### src/rtl/syrup_mem_arbiter.sv
// syrup_mem_arbiter
// Round-robin arbiter that lets NUM_PORTS requesters share one single-port
// SyrupMemory1P. One request is accepted per cycle. The accepted access is
// registered onto the memory pins one cycle later. Each read carries its port
// index through a READ_LATENCY-deep tag pipeline, which routes MEM_Q back to
// the requester.
//
// Ports
//   CLK, RST     rising-edge clock; synchronous active-high reset
//   REQ_VALID    per-port request
//   REQ_WE       per-port type (1 = write, 0 = read)
//   REQ_ADDR     per-port address, port i at [i*ADDR_WIDTH +: ADDR_WIDTH]
//   REQ_D        per-port write data, packed like REQ_ADDR
//   REQ_READY    one-hot grant (combinational)
//   RESP_VALID   one-hot read-data strobe
//   RESP_Q       shared read data, qualified by RESP_VALID
//   MEM_*        SyrupMemory1P interface
module syrup_mem_arbiter #(
    parameter int unsigned NUM_PORTS    = 4,
    parameter int unsigned ADDR_WIDTH   = 24,
    parameter int unsigned DATA_WIDTH   = 32,
    parameter int unsigned READ_LATENCY = 1
) (
    input  logic                             CLK,
    input  logic                             RST,
    input  logic [NUM_PORTS-1:0]             REQ_VALID,
    input  logic [NUM_PORTS-1:0]             REQ_WE,
    input  logic [NUM_PORTS*ADDR_WIDTH-1:0]  REQ_ADDR,
    input  logic [NUM_PORTS*DATA_WIDTH-1:0]  REQ_D,
    output logic [NUM_PORTS-1:0]             REQ_READY,
    output logic [NUM_PORTS-1:0]             RESP_VALID,
    output logic [DATA_WIDTH-1:0]            RESP_Q,
    output logic [ADDR_WIDTH-1:0]            MEM_ADDR,
    output logic [DATA_WIDTH-1:0]            MEM_D,
    output logic                             MEM_WE,
    output logic                             MEM_RE,
    input  logic [DATA_WIDTH-1:0]            MEM_Q
);

    localparam int unsigned PTR_W = $clog2(NUM_PORTS);

    logic [PTR_W-1:0]      r_ptr;
    logic [ADDR_WIDTH-1:0] r_mem_addr;
    logic [DATA_WIDTH-1:0] r_mem_d;
    logic                  r_mem_we;
    logic                  r_mem_re;
    logic [PTR_W-1:0]      r_issue_tag;
    logic [READ_LATENCY-1:0] r_pipe_vld;
    logic [PTR_W-1:0]      r_pipe_tag [READ_LATENCY];

    logic                  w_accept;
    logic [PTR_W-1:0]      w_gnt_idx;
    logic [PTR_W-1:0]      w_ptr_next;
    logic                  w_resp_vld;

    // First valid port at or above r_ptr, wrapping around.
    always_comb begin
        logic [PTR_W-1:0] v_idx;
        w_accept  = 1'b0;
        w_gnt_idx = '0;
        v_idx     = '0;
        for (int unsigned k = 0; k < NUM_PORTS; k++) begin
            v_idx = PTR_W'((32'(r_ptr) + k) % NUM_PORTS);
            if (!w_accept && REQ_VALID[v_idx]) begin
                w_accept  = 1'b1;
                w_gnt_idx = v_idx;
            end
        end
        if (RST) begin
            w_accept = 1'b0;
        end
    end

    assign w_ptr_next = PTR_W'((32'(w_gnt_idx) + 32'd1) % NUM_PORTS);
    assign REQ_READY  = w_accept ? (NUM_PORTS'(1) << w_gnt_idx) : '0;

    always_ff @(posedge CLK) begin
        if (RST) begin
            r_ptr       <= '0;
            r_mem_addr  <= '0;
            r_mem_d     <= '0;
            r_mem_we    <= 1'b0;
            r_mem_re    <= 1'b0;
            r_issue_tag <= '0;
            r_pipe_vld  <= '0;
            for (int unsigned k = 0; k < READ_LATENCY; k++) begin
                r_pipe_tag[k] <= '0;
            end
        end else begin
            if (w_accept) begin
                r_ptr       <= w_ptr_next;
                r_mem_addr  <= REQ_ADDR[w_gnt_idx*ADDR_WIDTH +: ADDR_WIDTH];
                r_mem_d     <= REQ_D[w_gnt_idx*DATA_WIDTH +: DATA_WIDTH];
                r_mem_we    <= REQ_WE[w_gnt_idx];
                r_mem_re    <= ~REQ_WE[w_gnt_idx];
                r_issue_tag <= w_gnt_idx;
            end else begin
                r_mem_we    <= 1'b0;
                r_mem_re    <= 1'b0;
            end
            // Stage 0 is loaded in the MEM_RE cycle, so the last stage lines up
            // with MEM_Q READ_LATENCY cycles later.
            r_pipe_vld[0] <= r_mem_re;
            r_pipe_tag[0] <= r_issue_tag;
            for (int unsigned k = 1; k < READ_LATENCY; k++) begin
                r_pipe_vld[k] <= r_pipe_vld[k-1];
                r_pipe_tag[k] <= r_pipe_tag[k-1];
            end
        end
    end

    // Outputs are forced quiet for the whole time RST is high, not only after
    // the first reset edge.
    assign w_resp_vld = r_pipe_vld[READ_LATENCY-1] & ~RST;
    assign RESP_VALID = w_resp_vld ? (NUM_PORTS'(1) << r_pipe_tag[READ_LATENCY-1]) : '0;
    assign RESP_Q     = w_resp_vld ? MEM_Q : '0;
    assign MEM_ADDR   = RST ? '0 : r_mem_addr;
    assign MEM_D      = RST ? '0 : r_mem_d;
    assign MEM_WE     = r_mem_we & ~RST;
    assign MEM_RE     = r_mem_re & ~RST;

endmodule
### config.mk
export PLATFORM = sky130hd
export DESIGN_NAME = syrup_mem_arbiter
export DESIGN_NICKNAME = d
export VERILOG_FILES = /design/src/rtl/syrup_mem_arbiter.sv
export SDC_FILE = /design/constraint.sdc
export NUM_CORES = 1
export LEC_CHECK = 0
export BUFFER_PORTS_ARGS = -buffer_cell sky130_fd_sc_hd__buf_2
export CORE_AREA = 2 2 142 144
export CTS_BUF_LIST = sky130_fd_sc_hd__clkbuf_4
export CTS_CLUSTER_DIAMETER = 100
export DETAILED_ROUTE_END_ITERATION = 8
export DIE_AREA = 0 0 144 146
export PLACE_DENSITY = 0.64
export SLEW_MARGIN = 10
export SYNTH_ARGS = -nofsm -noshare
export SYNTH_HDL_FRONTEND = slang
export SYNTH_SLANG_ARGS = --single-unit
### constraint.sdc
create_clock -name CLK -period 1.9 [get_ports CLK]
set_input_delay 0.285 -clock CLK [delete_from_list [all_inputs] [get_ports CLK]]
set_output_delay 0.285 -clock CLK [all_outputs]
set_load 0.1 [all_outputs]
==> impl_metrics.yaml <==
routing:
  avgRoutedWirePerCell_um: 18.6
  first_pass_iters: 5
  dr_wl_met3_mm: 1.95
  drc: 0
  drtIter0Drc: 379
  viasPerCell: 4.83
  vias: 6013
  drtAntennaViolNets: 0
  drt-total-wl_mm: 23.2
  wl_met2_mm: 12.1
  drt-met1-wl_mm: 8.44
  top_layer: "met5"
placement:
  place_congestion: 0.871
  place_inst: 1208
  dpl.hpwl_mm: 16.9
  io_buffer_count: 363
layout:
  syn2layout_area_growth_pct: 97.5
  nets: 1238
  nFillCells: 1816
  drive_gt1_share_pct: 54.4
  layout.cells.non_filler: 1245
  final_cell_mix: "buf_2 (272), buf_12 (106), dfxtp_1 (63)"
  final_common_cell: "buf_2"
grt:
  grt_pass1_vias: 5777
  grt_pass1_wl_mm: 32.8
  antenna_found_initial: 4
  grt.overflow.total: 0
  track_usage_pct: 20.5
  grt_max_degree: 40
sta:
  slew_violations: 0
  setup_viol: 59
  fin_worst_skew_ns: 0.0145
  relSlewSlack_pct: 66.1
  max_slew.worst_pin.slew_ns: 0.511
  holdWs_ns: 0.133
  fin_crit_sh_pct: 110
  clock.fmax_ghz: 0.477
  fin_crit_ns: 2.10
  rsz0062_at_grt: "yes"
  finalHoldViolations: 0
  fin_ws_ns: -0.196
synth:
  synth_warnings: 0
  netlist-cell-type-count: 37
  ys_async_sr_fraction_pct: 0
  synth_top_cell_by_area: "dfxtp_1"
  synth_top_area_share_pct: 27.7
  yosys-top-cells-area: "dfxtp_1 (28%), mux2i_1 (12%), o211ai_1 (8.9%)"
  synth-seq-cells: 65
  mappedNetlistNets: 870
  synth_edf_count: 0
  ys_dominant_reg_cell: "dfxtp_1"
  syn_area_mm2: 0.00470
  syn_area_per_cell_um2: 7.79
  syn_inst: 604
  yosysSeqAreaShare_pct: 27.7
critical_path:
  path_max_fanout: 4
  max_stage_delay_ns: 0.41
  required_ns: 1.62
  cp-end-kind: "primary output"
  startpoint_type: "flip-flop"
  critPathArrivalTime_ns: 1.81
  crit_slowest_cell: "dfxtp_4"
  crit_type: "reg -> out"
  crit_chain: "mux2i_4 > o22ai_4 > a21oi_4 > nand2_4 > nor2_4 > buf_12"
cts:
  clk_latency_ns: 0.44
  cts-buffers-inserted: 9
  cts_root_buf: "clkbuf_4"
  cts.clk_slew.worst_paths_ns: 0.13
  cts_max_level: 3
  postCtsHoldBufs: 0
  clock-sinks: 65
  clk_path_buf_depth: 2
  cts_tree: "built"
power_and_ir_drop:
  pwr-share-clk_pct: 12.7
  p_seq_share_pct: 22.6
  intPower_mw: 4.12
  comb_power_share_pct: 64.7
  cellLeakagePower_nw: 3.99
  switching_share_pct: 46.1
  finalPower_mw: 7.64
  peakVddDrop_uv: 334
  p_switching_mw: 3.52
  power_density_mw_per_mm2: 822
die:
  start_util_pct: 24.3
  rows: 51
  die_h_um: 146
  dieArea_mm2: 0.0210
  core_area_mm2: 0.0193
  fp.dieW_um: 144
  io_pins: 364
min_path:
  min-delay-path-class: "in -> reg"
flow_run:
  drv_cap: 0
status:
  status: "complete, but fails checks"
  violations: "negative setup slack"
per-stage QoR:
stage	cell area (µm²)	util (%)	worst slack [ns]	setup TNS (ns)
finish	9290	48.0	-0.196	-3.93
global route	9290	48.0	-0.313	-10.25
CTS	8890	46.0	-0.253	-1.17
floorplan	4870	-	-0.460	-41.71
global placement	8550	44.2	-0.0298	-0.0418
detailed placement	8550	44.2	-0.0893	-0.238
kinds of logic after synthesis:
kind of cell / count (synthesis) / share of synthesized area [%]
and+or+nand+nor: 228 / 25.7
AOI/OAI and AO/OA: 186 / 27.2
DFF: 65 / 27.7
buffers and inverters: 65 / 6.68
muxes: 59 / 12.6
xor gates and xnor gates: 1 / 0.186
power groups by stage:
stage / sequential [mW] / clock, mW / combinational [mW]
after global placement: 1.74 / 0 / 4.37
final: 1.72 / 0.972 / 4.94
after detailed placement: 1.75 / 0 / 4.40
after floorplan: 1.72 / 0 / 2.79
after CTS: 1.72 / 1.03 / 4.59
after global routing: 1.75 / 1.07 / 5.17
worst paths after layout:
path / startpoint / to / slack (ns) / depth (start not counted)
min: REQ_D[19] / r_mem_d[19] / 0.13 / 3
max reg2reg: r_ptr[1] / r_mem_d[18] / -0.11 / 9
min reg2reg: r_issue_tag[1] / r_issue_tag[1] / 0.47 / 2
max: r_ptr[1] / REQ_READY[3] / -0.20 / 6
synthesized netlist by cell type, types with 2 or more instances:
library cell  number
nand2_1           61
o22ai_1            2
mux2i_1           58
nor2b_1           62
o21ai_0           57
a21o_1            39
inv_1              2
buf_6              3
clkbuf_1          40
a211oi_1           2
a21oi_1            4
dfxtp_1           65
o211ai_1          56
o22a_1             2
a211o_1           18
nand3_1           56
nor2_1             9
and2_1            32
buf_4              5
buf_2             14
area by class of cell:
| type | count | area, µm² | area share (%) |
|---|---|---|---|
| diodes | 3 | 7.51 | 0.0808 |
| inverters | 2 | 7.51 | 0.0808 |
| repair buffers | 420 | 3980 | 42.8 |
| multi-input cells | 474 | 3530 | 38.0 |
| clock buffers | 10 | 75.1 | 0.808 |
| flip-flops and latches | 65 | 1310 | 14.1 |
| well taps | 265 | 332 | 3.57 |
| clock inverters | 6 | 58.8 | 0.633 |
critical path, delay by kind of cell (launching register included):
kind	cells	cell delay [ns]
and+or+nand+nor	2	0.22
muxes	1	0.26
buffers and inverters	1	0.18
AOI/OAI and AO/OA	2	0.30
DFF	1	0.41
state kept, by name, summed over array words and instances, names as in the netlist:
| signal | cells |
|---|---|
| r_mem_d | 32 |
| r_mem_addr | 24 |
| r_issue_tag | 2 |
| r_pipe_tag | 2 |
| r_ptr | 2 |
| r_mem_re | 1 |
| r_mem_we | 1 |
| r_pipe_vld | 1 |
repair_timing:
item                                   CTS  global route
setup buffers                            9             3
cloned                                   1             5
resized for setup                       19            52
endpoints found under the hold margin    0             0
pin swaps                                6             4
setup endpoints to repair               21            87
metal layers:
metal,track usage [%],vias to the layer above
li1,-,2910
met2,37.6,314
met3,4.94,49
met4,6.76,2
met5,0,-
met1,22.8,2738
No activity file was read; power rests on OpenSTA's default activity.
